$ cat src/rtl/bp_be_fe_cmd_issuer_if.sv
// Request/command bus between the BE request sources and the FE command queue.
// The issuer takes the slave side; whoever raises requests and consumes fe_cmd takes the master side.
interface bp_be_fe_cmd_issuer_if #(
    parameter int vaddr_width_p               = 39,
    parameter int branch_metadata_fwd_width_p = 36,
    parameter int tlb_entry_width_p           = 52,
    parameter int fe_cmd_width_p              = 94
);
    logic [vaddr_width_p-1:0]               boot_pc_i;
    logic                                   redirect_v_i;
    logic [vaddr_width_p-1:0]               redirect_pc_i;
    logic                                   redirect_trap_i;
    logic [1:0]                             redirect_priv_i;
    logic                                   redirect_translation_en_i;
    logic [branch_metadata_fwd_width_p-1:0] redirect_br_metadata_i;
    logic                                   attaboy_v_i;
    logic [vaddr_width_p-1:0]               attaboy_pc_i;
    logic [branch_metadata_fwd_width_p-1:0] attaboy_br_metadata_i;
    logic                                   icache_fence_v_i;
    logic                                   itlb_fence_v_i;
    logic                                   itlb_fill_v_i;
    logic [vaddr_width_p-1:0]               itlb_fill_vaddr_i;
    logic [tlb_entry_width_p-1:0]           itlb_fill_entry_i;
    logic                                   req_ready_o;
    logic [fe_cmd_width_p-1:0]              fe_cmd_o;
    logic                                   fe_cmd_v_o;
    logic                                   fe_cmd_yumi_i;
    logic                                   cmd_pending_o;
    logic                                   attaboy_drop_o;

    modport slave (
        input  boot_pc_i, redirect_v_i, redirect_pc_i, redirect_trap_i, redirect_priv_i,
               redirect_translation_en_i, redirect_br_metadata_i, attaboy_v_i, attaboy_pc_i,
               attaboy_br_metadata_i, icache_fence_v_i, itlb_fence_v_i, itlb_fill_v_i,
               itlb_fill_vaddr_i, itlb_fill_entry_i, fe_cmd_yumi_i,
        output req_ready_o, fe_cmd_o, fe_cmd_v_o, cmd_pending_o, attaboy_drop_o
    );

    modport master (
        output boot_pc_i, redirect_v_i, redirect_pc_i, redirect_trap_i, redirect_priv_i,
               redirect_translation_en_i, redirect_br_metadata_i, attaboy_v_i, attaboy_pc_i,
               attaboy_br_metadata_i, icache_fence_v_i, itlb_fence_v_i, itlb_fill_v_i,
               itlb_fill_vaddr_i, itlb_fill_entry_i, fe_cmd_yumi_i,
        input  req_ready_o, fe_cmd_o, fe_cmd_v_o, cmd_pending_o, attaboy_drop_o
    );
endinterface

$ cat src/rtl/bp_be_fe_cmd_issuer.sv
// Encodes BE requests into FE commands and queues them in a small FIFO.
// fe_cmd layout (LSB first): opcode[2:0], vaddr, operands {br_metadata, translation_en, priv[1:0], subop[2:0]}.
module bp_be_fe_cmd_issuer #(
    parameter int bp_params_p = 0,  // 0 = e_bp_inv_cfg
    parameter int cmd_els_p   = 4
) (
    input  logic                   clk_i,
    input  logic                   reset_i,
    bp_be_fe_cmd_issuer_if.slave   io
);
    // state   | meaning
    // e_boot  | first cycle out of reset: push the state_reset command
    // e_run   | accept BE requests by fixed priority

    localparam int vaddr_width_p               = (bp_params_p == 0) ? 39 : 48;
    localparam int paddr_width_p               = (bp_params_p == 0) ? 56 : 64;
    localparam int branch_metadata_fwd_width_p = 36;
    localparam int tlb_entry_width_p           = paddr_width_p - 12 + 8;  // ptag + permission bits
    localparam int MetaLsb                     = 6;
    localparam int op_width_lp = (MetaLsb + branch_metadata_fwd_width_p > tlb_entry_width_p)
                               ? (MetaLsb + branch_metadata_fwd_width_p) : tlb_entry_width_p;
    localparam int fe_cmd_width_lp             = op_width_lp + vaddr_width_p + 3;
    localparam int LgEls                       = $clog2(cmd_els_p);
    localparam logic [LgEls:0] OccMax          = (LgEls+1)'(cmd_els_p);
    localparam logic [LgEls:0] OccAbMax        = (LgEls+1)'(cmd_els_p - 2);

    typedef enum logic [2:0] {
        e_op_state_reset        = 3'd0,
        e_op_pc_redirection     = 3'd1,
        e_op_icache_fence       = 3'd2,
        e_op_attaboy            = 3'd3,
        e_op_itlb_fill_response = 3'd4,
        e_op_itlb_fence         = 3'd5
    } fe_cmd_opcode_e;

    typedef enum logic [2:0] {
        e_subop_none              = 3'd0,
        e_subop_branch_mispredict = 3'd1,
        e_subop_trap              = 3'd2
    } fe_cmd_subop_e;

    typedef enum logic {e_boot, e_run} state_e;

    state_e                     state_q, state_d;
    logic [fe_cmd_width_lp-1:0] mem_q [cmd_els_p];
    logic [LgEls-1:0]           wptr_q, rptr_q;
    logic [LgEls:0]             occ_q, occ_d;
    logic [LgEls:0]             pend_q, pend_d;

    logic                       enq_v, enq_ab, deq, head_ab;
    fe_cmd_opcode_e             enq_opcode;
    logic [vaddr_width_p-1:0]   enq_vaddr;
    logic [op_width_lp-1:0]     enq_operands;
    logic [fe_cmd_width_lp-1:0] enq_cmd;
    logic                       req_ready, attaboy_drop;

    always_ff @(posedge clk_i) begin
        if (reset_i) begin
            state_q <= e_boot;
        end else begin
            state_q <= state_d;
        end
    end

    always_comb begin
        state_d = state_q;
        unique case (state_q)
            e_boot: state_d = e_run;
            e_run:  state_d = e_run;
        endcase
    end

    always_comb begin
        enq_v        = 1'b0;
        enq_ab       = 1'b0;
        enq_opcode   = e_op_state_reset;
        enq_vaddr    = '0;
        enq_operands = '0;
        req_ready    = 1'b0;
        attaboy_drop = 1'b0;
        if (!reset_i) begin
            unique case (state_q)
                e_boot: begin
                    enq_v             = 1'b1;
                    enq_vaddr         = io.boot_pc_i;
                    enq_operands[4:3] = 2'b11;
                end
                e_run: begin
                    req_ready = (occ_q < OccMax);
                    if (io.redirect_v_i) begin
                        enq_v      = req_ready;
                        enq_opcode = e_op_pc_redirection;
                        enq_vaddr  = io.redirect_pc_i;
                        if (io.redirect_trap_i) begin
                            enq_operands[2:0] = e_subop_trap;
                            enq_operands[4:3] = io.redirect_priv_i;
                            enq_operands[5]   = io.redirect_translation_en_i;
                        end else begin
                            enq_operands[2:0] = e_subop_branch_mispredict;
                            enq_operands[MetaLsb +: branch_metadata_fwd_width_p] = io.redirect_br_metadata_i;
                        end
                    end else if (io.itlb_fill_v_i) begin
                        enq_v      = req_ready;
                        enq_opcode = e_op_itlb_fill_response;
                        enq_vaddr  = io.itlb_fill_vaddr_i;
                        enq_operands[tlb_entry_width_p-1:0] = io.itlb_fill_entry_i;
                    end else if (io.itlb_fence_v_i) begin
                        enq_v      = req_ready;
                        enq_opcode = e_op_itlb_fence;
                    end else if (io.icache_fence_v_i) begin
                        enq_v      = req_ready;
                        enq_opcode = e_op_icache_fence;
                    end else if (io.attaboy_v_i) begin
                        // keep one slot in reserve so a redirect can always land
                        if (occ_q <= OccAbMax) begin
                            enq_v      = 1'b1;
                            enq_ab     = 1'b1;
                            enq_opcode = e_op_attaboy;
                            enq_vaddr  = io.attaboy_pc_i;
                            enq_operands[MetaLsb +: branch_metadata_fwd_width_p] = io.attaboy_br_metadata_i;
                        end else begin
                            attaboy_drop = 1'b1;
                        end
                    end
                end
            endcase
        end
    end

    assign enq_cmd = {enq_operands, enq_vaddr, enq_opcode};
    assign deq     = io.fe_cmd_yumi_i & io.fe_cmd_v_o;
    assign head_ab = (mem_q[rptr_q][2:0] == e_op_attaboy);

    always_comb begin
        occ_d  = occ_q;
        pend_d = pend_q;
        if (enq_v && !deq) begin
            occ_d = occ_q + (LgEls+1)'(1);
        end else if (!enq_v && deq) begin
            occ_d = occ_q - (LgEls+1)'(1);
        end
        if ((enq_v && !enq_ab) && !(deq && !head_ab)) begin
            pend_d = pend_q + (LgEls+1)'(1);
        end else if (!(enq_v && !enq_ab) && (deq && !head_ab)) begin
            pend_d = pend_q - (LgEls+1)'(1);
        end
    end

    always_ff @(posedge clk_i) begin
        if (reset_i) begin
            wptr_q <= '0;
            rptr_q <= '0;
            occ_q  <= '0;
            pend_q <= '0;
        end else begin
            if (enq_v) begin
                wptr_q <= wptr_q + LgEls'(1);
            end
            if (deq) begin
                rptr_q <= rptr_q + LgEls'(1);
            end
            occ_q  <= occ_d;
            pend_q <= pend_d;
        end
    end

    always_ff @(posedge clk_i) begin
        if (enq_v) begin
            mem_q[wptr_q] <= enq_cmd;
        end
    end

    assign io.fe_cmd_o       = mem_q[rptr_q];
    assign io.fe_cmd_v_o     = !reset_i && (occ_q != '0);
    assign io.cmd_pending_o  = !reset_i && (pend_q != '0);
    assign io.req_ready_o    = req_ready;
    assign io.attaboy_drop_o = attaboy_drop;
endmodule

$ cat src/flat_wrapper.sv
// flat-port wrapper written by rule: the top's interface ports become plain ports
module bp_be_fe_cmd_issuer_flat 
#(
    parameter int bp_params_p = 0,                     
    parameter int cmd_els_p   = 4
)
  (clk_i, reset_i, io_boot_pc_i, io_redirect_v_i, io_redirect_pc_i, io_redirect_trap_i, io_redirect_priv_i, io_redirect_translation_en_i, io_redirect_br_metadata_i, io_attaboy_v_i, io_attaboy_pc_i, io_attaboy_br_metadata_i, io_icache_fence_v_i, io_itlb_fence_v_i, io_itlb_fill_v_i, io_itlb_fill_vaddr_i, io_itlb_fill_entry_i, io_fe_cmd_yumi_i, io_req_ready_o, io_fe_cmd_o, io_fe_cmd_v_o, io_cmd_pending_o, io_attaboy_drop_o);
  bp_be_fe_cmd_issuer_if #(.vaddr_width_p((39)), .branch_metadata_fwd_width_p((36)), .tlb_entry_width_p((52)), .fe_cmd_width_p((94))) io_i ();
  input  logic clk_i;
  input  logic reset_i;
  input wire logic [$bits(io_i.boot_pc_i)-1:0] io_boot_pc_i;
  input wire logic [$bits(io_i.redirect_v_i)-1:0] io_redirect_v_i;
  input wire logic [$bits(io_i.redirect_pc_i)-1:0] io_redirect_pc_i;
  input wire logic [$bits(io_i.redirect_trap_i)-1:0] io_redirect_trap_i;
  input wire logic [$bits(io_i.redirect_priv_i)-1:0] io_redirect_priv_i;
  input wire logic [$bits(io_i.redirect_translation_en_i)-1:0] io_redirect_translation_en_i;
  input wire logic [$bits(io_i.redirect_br_metadata_i)-1:0] io_redirect_br_metadata_i;
  input wire logic [$bits(io_i.attaboy_v_i)-1:0] io_attaboy_v_i;
  input wire logic [$bits(io_i.attaboy_pc_i)-1:0] io_attaboy_pc_i;
  input wire logic [$bits(io_i.attaboy_br_metadata_i)-1:0] io_attaboy_br_metadata_i;
  input wire logic [$bits(io_i.icache_fence_v_i)-1:0] io_icache_fence_v_i;
  input wire logic [$bits(io_i.itlb_fence_v_i)-1:0] io_itlb_fence_v_i;
  input wire logic [$bits(io_i.itlb_fill_v_i)-1:0] io_itlb_fill_v_i;
  input wire logic [$bits(io_i.itlb_fill_vaddr_i)-1:0] io_itlb_fill_vaddr_i;
  input wire logic [$bits(io_i.itlb_fill_entry_i)-1:0] io_itlb_fill_entry_i;
  input wire logic [$bits(io_i.fe_cmd_yumi_i)-1:0] io_fe_cmd_yumi_i;
  output wire logic [$bits(io_i.req_ready_o)-1:0] io_req_ready_o;
  output wire logic [$bits(io_i.fe_cmd_o)-1:0] io_fe_cmd_o;
  output wire logic [$bits(io_i.fe_cmd_v_o)-1:0] io_fe_cmd_v_o;
  output wire logic [$bits(io_i.cmd_pending_o)-1:0] io_cmd_pending_o;
  output wire logic [$bits(io_i.attaboy_drop_o)-1:0] io_attaboy_drop_o;
  assign io_i.boot_pc_i = io_boot_pc_i;
  assign io_i.redirect_v_i = io_redirect_v_i;
  assign io_i.redirect_pc_i = io_redirect_pc_i;
  assign io_i.redirect_trap_i = io_redirect_trap_i;
  assign io_i.redirect_priv_i = io_redirect_priv_i;
  assign io_i.redirect_translation_en_i = io_redirect_translation_en_i;
  assign io_i.redirect_br_metadata_i = io_redirect_br_metadata_i;
  assign io_i.attaboy_v_i = io_attaboy_v_i;
  assign io_i.attaboy_pc_i = io_attaboy_pc_i;
  assign io_i.attaboy_br_metadata_i = io_attaboy_br_metadata_i;
  assign io_i.icache_fence_v_i = io_icache_fence_v_i;
  assign io_i.itlb_fence_v_i = io_itlb_fence_v_i;
  assign io_i.itlb_fill_v_i = io_itlb_fill_v_i;
  assign io_i.itlb_fill_vaddr_i = io_itlb_fill_vaddr_i;
  assign io_i.itlb_fill_entry_i = io_itlb_fill_entry_i;
  assign io_i.fe_cmd_yumi_i = io_fe_cmd_yumi_i;
  assign io_req_ready_o = io_i.req_ready_o;
  assign io_fe_cmd_o = io_i.fe_cmd_o;
  assign io_fe_cmd_v_o = io_i.fe_cmd_v_o;
  assign io_cmd_pending_o = io_i.cmd_pending_o;
  assign io_attaboy_drop_o = io_i.attaboy_drop_o;
  bp_be_fe_cmd_issuer #(.bp_params_p(bp_params_p), .cmd_els_p(cmd_els_p)) u_core (.clk_i(clk_i), .reset_i(reset_i), .io(io_i));
endmodule
$ cat config.mk
export PLATFORM = sky130hd
export DESIGN_NAME = bp_be_fe_cmd_issuer_flat
export DESIGN_NICKNAME = d
export VERILOG_FILES = /design/src/rtl/bp_be_fe_cmd_issuer_if.sv /design/src/rtl/bp_be_fe_cmd_issuer.sv /design/src/flat_wrapper.sv
export SDC_FILE = /design/constraint.sdc
export NUM_CORES = 1
export LEC_CHECK = 0
export CORE_UTILIZATION = 50
export CTS_CLUSTER_SIZE = 20
export DETAILED_ROUTE_END_ITERATION = 8
export PLACE_DENSITY = 0.81
export SLEW_MARGIN = 40
export SYNTH_ARGS = -nofsm -noshare
export SYNTH_HDL_FRONTEND = slang
export SYNTH_SLANG_ARGS = --single-unit
export TNS_END_PERCENT = 5
$ cat constraint.sdc
create_clock -name clk_i -period 19.6 [get_ports clk_i]
set_input_delay 1.96 -clock clk_i [delete_from_list [all_inputs] [get_ports clk_i]]
set_output_delay 1.96 -clock clk_i [all_outputs]
set_load 0.005 [all_outputs]
==> impl_results.md, run 1 <==
* Status: finished, final reports clean
* Maxcap violations at 0
* TritonCTS clock tree: built
* Die width at 181 µm
* Synth area leader: edfxtp_1
* Hold Path Stages at 1
* Area Overhead vs Synth at 34.4%
* Filler instances at 2053
* Largest net degree at the start of global routing at 86
* Post-DP Area at 0.0203 mm²
* Leak Pwr at 7.05 nW
* Vias at around 10000
* Die Area at 0.0329 mm²
* # setup viols final at 0
* Total Wirelength at around 38 mm
* Syn. warnings at 0
* Die height at 181 µm
* WP data arrival at 3920 ps
* CP Launch Type: primary input
* Post-route setup TNS at 0 ps
* # H-tree levels at 2
* Post-Syn Instances at between 800 and 900
* Worst-Skew Late Latency at 510 ps
* Clk sink count at 389
* Most common cell after layout, fill and taps aside: clkdlybuf4s50_1
* Yosys cell types at 33
* Vias/cell at about 5.9
* Yosys reg bits at 389
* Final Max Slew Viols at 0
* Total core area at 0.0316 mm²
* Vias in the first global route at about 10000
* Clock Skew at 20.9 ps
* R2R setup slack at approximately 16000 ps
* DR pass1 iterations at 9
* Post-synth design cell area at roughly 0.016 mm²
* DR iter-0 viols at 1129
* R2R depth at 9
* Data required time of the worst path at 17640 ps
* Input/output buffers at 389
* Routability Congestion at between 0.7 and 0.8
* CTS Root Cell: clkbuf_16
* CP max FO at 61
* Final Hold Viols at 0
* Top post-synthesis cells by area: edfxtp_1, mux4_2, a222oi_1, a311oi_1, nor2_1
* Nets at approximately 1600
* CTS clk-pin slew, worst paths at 60 ps
* Register area share after synthesis at 71.9%
* Initial Utilization at roughly 50%
* Worst-Margin Slew at 814 ps
* First-pass GRT wire length at 58.4 mm
* Peak supply drop at 0.0000627 V
* Antenna violations before repair at 3
* Syn_area_per_cell at about 18 µm²
* CP Class: primary input to output pin
* Final instance area at roughly 0.022 mm²
* Achievable clock frequency at 170 MHz
* Slew margin rel. at 45.7%
* Worst Setup End Kind: output pin
* Deepest clock path buffer count at 3
* Wire length per cell at 22.7 µm
* Total gr overflow at 0
* Highest-count cells in the layout ignoring fill and taps: clkdlybuf4s50_1, edfxtp_1, mux4_2
* Hold buffers post-CTS at 0
* Net count after synthesis at 1177
* Rows at 65
* Yosys top cell area share at about 70%
* Worst Hold Class: register to register
* Final antenna-violating net count at 0
* Crit share post-route at 30.0%
* Post-route minimum period at between 5000 and 6000 ps
* GRT Total Usage at about a quarter
* Fin util at 68.5%
* Post-CTS sizing at 0
* RSZ-0062 raised after global routing: false
* I/O Pins at just under 400
* CTS buffer count at 39
* Reg2reg end: u_core.pend_q[2]$_SDFFE_PP0P_
* Layout cell share with drive strength beyond 1 at 14.3%
* Hpwl dp at roughly 24 mm
* Pwr/cell area at 108 mW/mm²
* Post-CTS setup buffer count at 0
* Hold_sp: u_core.rptr_q[1]$_SDFFE_PP0P_
* DRC violations left at 0
==> through the flow <==
step	total power, mW	hold WS (ps)	worst slack, ps	cells
after global routing	2.42	483	13630	1689
after detailed placement	1.62	443	13460	1617
final	2.33	456	13720	1689
after CTS	2.35	452	13460	1686
after floorplan	1.35	427	9350	877
after global placement	1.60	434	13490	1615
==> layer usage <==
metal,vias up,track usage [%],part of all wire (%)
met2,425,39.0,51
li1,4428,-,-
met1,5012,30.6,40
met3,83,3.59,6.0
met4,0,10.0,3.6
met5,-,0,0
==> power breakdown <==
group,switching (mW),leakage [nW],internal [mW],total (mW)
combinational,0.231,2.77,0.303,0.534
clock,0.288,0.622,0.443,0.732
sequential,0.0371,3.66,1.03,1.06
==> worst max-delay path, cell delays in order <==
cell	delay, ps
buf_2	90
buf_4	310
nor2b_2	520
nand2_1	150
nor4b_1	270
clkdlybuf4s50_1	560
==> synthesized netlist by cell type <==
cell / number
a22oi_1: 39
a21oi_2: 1
nor2b_1: 2
buf_6: 6
buf_1: 2
buf_2: 11
dfxtp_1: 13
a21oi_1: 9
ha_1: 6
xor2_1: 4
o21ai_0: 6
buf_4: 10
nor3b_1: 5
and3_1: 11
xnor2_1: 1
nor4b_1: 1
a222oi_1: 36
nand2_1: 47
clkbuf_1: 40
fa_1: 2
mux2i_1: 3
mux4_2: 94
inv_1: 7
and4_4: 1
a32oi_1: 3
a311oi_1: 40
nor3_1: 4
nor3_2: 1
nor2_1: 90
nor4_1: 1
or3_1: 4
edfxtp_1: 376
and2_1: 1
==> kinds of logic after synthesis <==
logic type	Yosys count	share of synthesized area [%]
AO/OA/AOI/OAI	134	6.93
multiplexers	97	13.4
buffers and inverters	76	2.37
AND/OR/NAND/NOR	168	4.48
adder cells (fa/ha/maj)	8	0.716
flip-flops	389	71.9
XOR/XNOR	5	0.272
==> flip-flops by register name (all words and copies together), names as in the netlist, named ones only <==
name            cells
u_core.rptr_q       2
u_core.state_q      1
u_core.occ_q        3
u_core.pend_q       3
u_core.wptr_q       2
u_core.mem_q      376
==> area by class of cell <==
class / instances / area (µm²) / area share (%)
sequential: 389 / 11600 / 53.5
multi-input combinational: 412 / 4180 / 19.3
timing repair buffer: 407 / 4070 / 18.8
clock buffer: 51 / 1050 / 4.86
tap: 402 / 503 / 2.33
clock inverter: 18 / 216 / 1.00
inverter: 7 / 26.3 / 0.122
antenna: 3 / 7.51 / 0.0347
==> how the worst max path moves through the flow <==
stage | startpoint | endpoint | slack, ps
3_5_place_dp | reset_i | io_attaboy_drop_o | 13460
3_3_place_gp | reset_i | io_attaboy_drop_o | 13490
2_1_floorplan | io_itlb_fill_v_i | u_core.mem_q[0][0]$_DFFE_PP_ | 9350
5_1_grt | reset_i | io_attaboy_drop_o | 13630
4_1_cts | reset_i | io_attaboy_drop_o | 13460
6_report | reset_i | io_attaboy_drop_o | 13720
(Power assumes the default switching activity.)
==> run 2: changes to the inputs <==
CORE_UTILIZATION = 45   (was 50)
PLACE_DENSITY = 0.77   (was 0.81)
clock period = 4.9 ns   (was 19.6 ns; I/O delays follow)
==> run 2 against run 1 <==
  * The run now ends with DRC left
  * Final area grew 0.13%
  * Critical path depth shrank 3
  * Worst setup slack lost 12000 ps
==> impl_results.md, run 2 (synthesis gave the netlist of run 1 again) <==
* Hold_sp: u_core.rptr_q[1]$_SDFFE_PP0P_ (unchanged)
* Worst-Skew Late Latency at 520 ps (was 510 ps)
* Filler instances at 2548 (was 2053)
* Clock Skew at 28.5 ps (was 20.9 ps)
* RSZ-0062 raised after global routing: false (unchanged)
* TritonCTS clock tree: built (unchanged)
* Die width at 191 µm (was 181 µm)
* CP Class: register to output pin (was primary input to output pin)
* R2R depth at 10 (was 9)
* Final Hold Viols at 0 (unchanged)
* Switching pwr at 2.25 mW (was 0.556 mW)
* Area Overhead vs Synth at 34.6% (was 34.4%)
* Grt met2 use at 36.7% (was 39.0%)
* # setup viols final at 0 (unchanged)
* Highest-count cells in the layout ignoring fill and taps: clkdlybuf4s50_1, edfxtp_1, mux4_2 (unchanged)
* Worst-Margin Slew at 827 ps (was 814 ps)
* R2R setup slack at 1810 ps (was 16070 ps)
* Clk sink count at 389 (unchanged)
* CTS clk-pin slew, worst paths at 60 ps (about the same)
* Vias/cell at 5.68 (was 5.89)
* Post-CTS setup buffer count at 0 (unchanged)
* DR pass1 iterations at 9 (unchanged)
* CTS buffer count at 39 (unchanged)
* Input/output buffers at 389 (unchanged)
* Crit share post-route at 70.8%
* Combinational share of power at 23.2% (was 22.9%)
* DP Worst Slack at 1240 ps (was 13460 ps)
* Most Crowded Layer GR: met2 (unchanged)
* WP data arrival at 2980 ps (was 3920 ps)
* Rows at 68 (was 65)
* I/O Pins at 390 (unchanged)
* Data required time of the worst path at 4410 ps (was 17640 ps)
* CP Launch Type: register (was primary input)
* Vias at 9903 (was 9948)
* Die Area at 0.0365 mm² (was 0.0329 mm²)
* Nets at 1558 (was 1556)
* Die height at 191 µm (was 181 µm)
* CP max FO at 49 (was 61)
* Slowest-stage cell, CP: dfxtp_4 (was clkdlybuf4s50_1)
* Most flops, register: u_core.mem_q (unchanged)
* Max reg flops at 376 (unchanged)
* Post-CTS sizing at 0 (unchanged)
* Clk pwr share at 30.3% (was 31.4%)
* Status: finished with violations (was finished, final reports clean)
* Post-route minimum period at 3470 ps
* Deepest clock path buffer count at 3 (unchanged)
* Total gr overflow at 0 (unchanged)
* Peak supply drop at 0.000302 V (was 0.0000627 V)
* # H-tree levels at 2 (unchanged)
* Final antenna-violating net count at 0 (unchanged)
* Violated checks: DRC
* Grt met3 use at 3.14% (was 3.59%)
* CP max stage delay at 830 ps (was 560 ps)
* Wire length per cell at 22.9 µm (was 22.7 µm)
* Met1 usage at 28.2% (was 30.6%)
* Largest net degree at the start of global routing at 83 (was 86)
* Setup WS post-layout at 1430 ps (was 13720 ps)
* Layout cell share with drive strength beyond 1 at 13.7% (was 14.3%)
* Sw frac at 24.4% (was 23.9%)
* Routability Congestion at 0.808 (was 0.770)
* Worst Hold Slack at 461 ps (was 456 ps)
* Worst Setup End Kind: output pin (unchanged)
* Vias in the first global route at 10100 (was 10300)
* R2R Path Start: u_core.occ_q[1]$_SDFFE_PP0P_
* Pwr/cell area at 426 mW/mm² (was 108 mW/mm²)
* Worst Hold Class: register to register (unchanged)
* Slew margin rel. at 44.9% (was 45.7%)
* Hpwl dp at 25.8 mm (was 24.5 mm)
* Cell internal pwr at 6.96 mW (was 1.77 mW)
* Achievable clock frequency at approximately 290 MHz
* CTS Root Cell: clkbuf_16 (unchanged)
* Final Max Slew Viols at 0 (unchanged)
* Hold buffers post-CTS at 0 (unchanged)
* DRC violations left at 1 (was 0)
* Crit-path cells: buf_4, mux4_2, clkdlybuf4s50_1 (was buf_2, buf_4, nor2b_2, nand2_1, nor4b_1, clkdlybuf4s50_1)
* Maxcap violations at 0 (unchanged)
* GRT Total Usage at 21.5% (was 23.4%)
* Antenna violations before repair at 2 (was 3)
* DR iter-0 viols at 1067 (was 1129)
* Hold Path Stages at 1 (unchanged)
* Biggest regs: u_core.mem_q (376), u_core.occ_q (3), u_core.pend_q (3) (unchanged)
* Total core area at 0.0349 mm² (was 0.0316 mm²)
* Sequential power share at 46.4% (was 45.7%)
* Reg2reg end: u_core.occ_q[2]$_SDFFE_PP0P_ (was u_core.pend_q[2]$_SDFFE_PP0P_)
* Initial Utilization at 46.1% (was 50.9%)
* Leak Pwr at 7.03 nW (was 7.05 nW)
* First-pass GRT wire length at 58.8 mm (was 58.4 mm)
* Total Wirelength at 39.9 mm (was 38.3 mm)
* Most common cell after layout, fill and taps aside: clkdlybuf4s50_1 (unchanged)
-- run 2: worst max-delay path by stage --
stage	start	cells past startpoint	endpoint
2_1_floorplan	io_itlb_fill_v_i	6	u_core.mem_q[0][0]$_DFFE_PP_
3_3_place_gp	io_itlb_fill_v_i	11	u_core.occ_q[2]$_SDFFE_PP0P_
5_1_grt	register	3	io_fe_cmd_o[51]
6_report	register	3	io_fe_cmd_o[47]
3_5_place_dp	io_itlb_fill_v_i	11	u_core.occ_q[2]$_SDFFE_PP0P_
4_1_cts	register	3	io_fe_cmd_o[47]
-- run 2: power groups by stage --
stage | Clock, mW | Combinational [mW] | Sequential, mW
final | 2.79 | 2.14 | 4.28
after global routing | 2.97 | 2.28 | 4.32
after CTS | 2.84 | 2.18 | 4.28
after detailed placement | 0 | 2.16 | 4.35
after global placement | 0 | 2.14 | 4.32
after floorplan | 0 | 1.07 | 4.29
-- run 2: per-layer routing --
metal	vias to the layer above	part of all wire, %
met1	5036	41
met3	70	5.4
met5	-	0
met2	360	51
met4	0	2.9
li1	4437	-
-- run 2: worst max-delay path: cells and delay by family (launching register included) --
| kind | cells | cell delay (ps) |
|---|---|---|
| flops | 1 | 830 |
| buf+inv | 2 | 1200 |
| mux | 1 | 420 |
-- run 2: through the flow --
step / instances / util (%) / setup TNS (ps) / cell area, µm² / total power, mW
after floorplan: 877 / - / -200100 / 16100 / 5.35
after global placement: 1671 / 58.5 / 0 / 20400 / 6.45
after detailed placement: 1672 / 58.5 / 0 / 20400 / 6.51
after CTS: 1743 / 62.0 / 0 / 21600 / 9.31
after global routing: 1744 / 62.0 / 0 / 21600 / 9.57
final: 1744 / 62.0 / 0 / 21600 / 9.21
-- run 2: cell type report --
cell class,count,area (µm²),area share [%]
repair buffers,409,4070,18.8
inverters,7,26.3,0.121
clock buffers,51,1070,4.96
clock inverters,20,138,0.636
flip-flops and latches,389,11600,53.4
diodes,1,2.50,0.0116
well taps,455,569,2.63
multi-input cells,412,4190,19.4
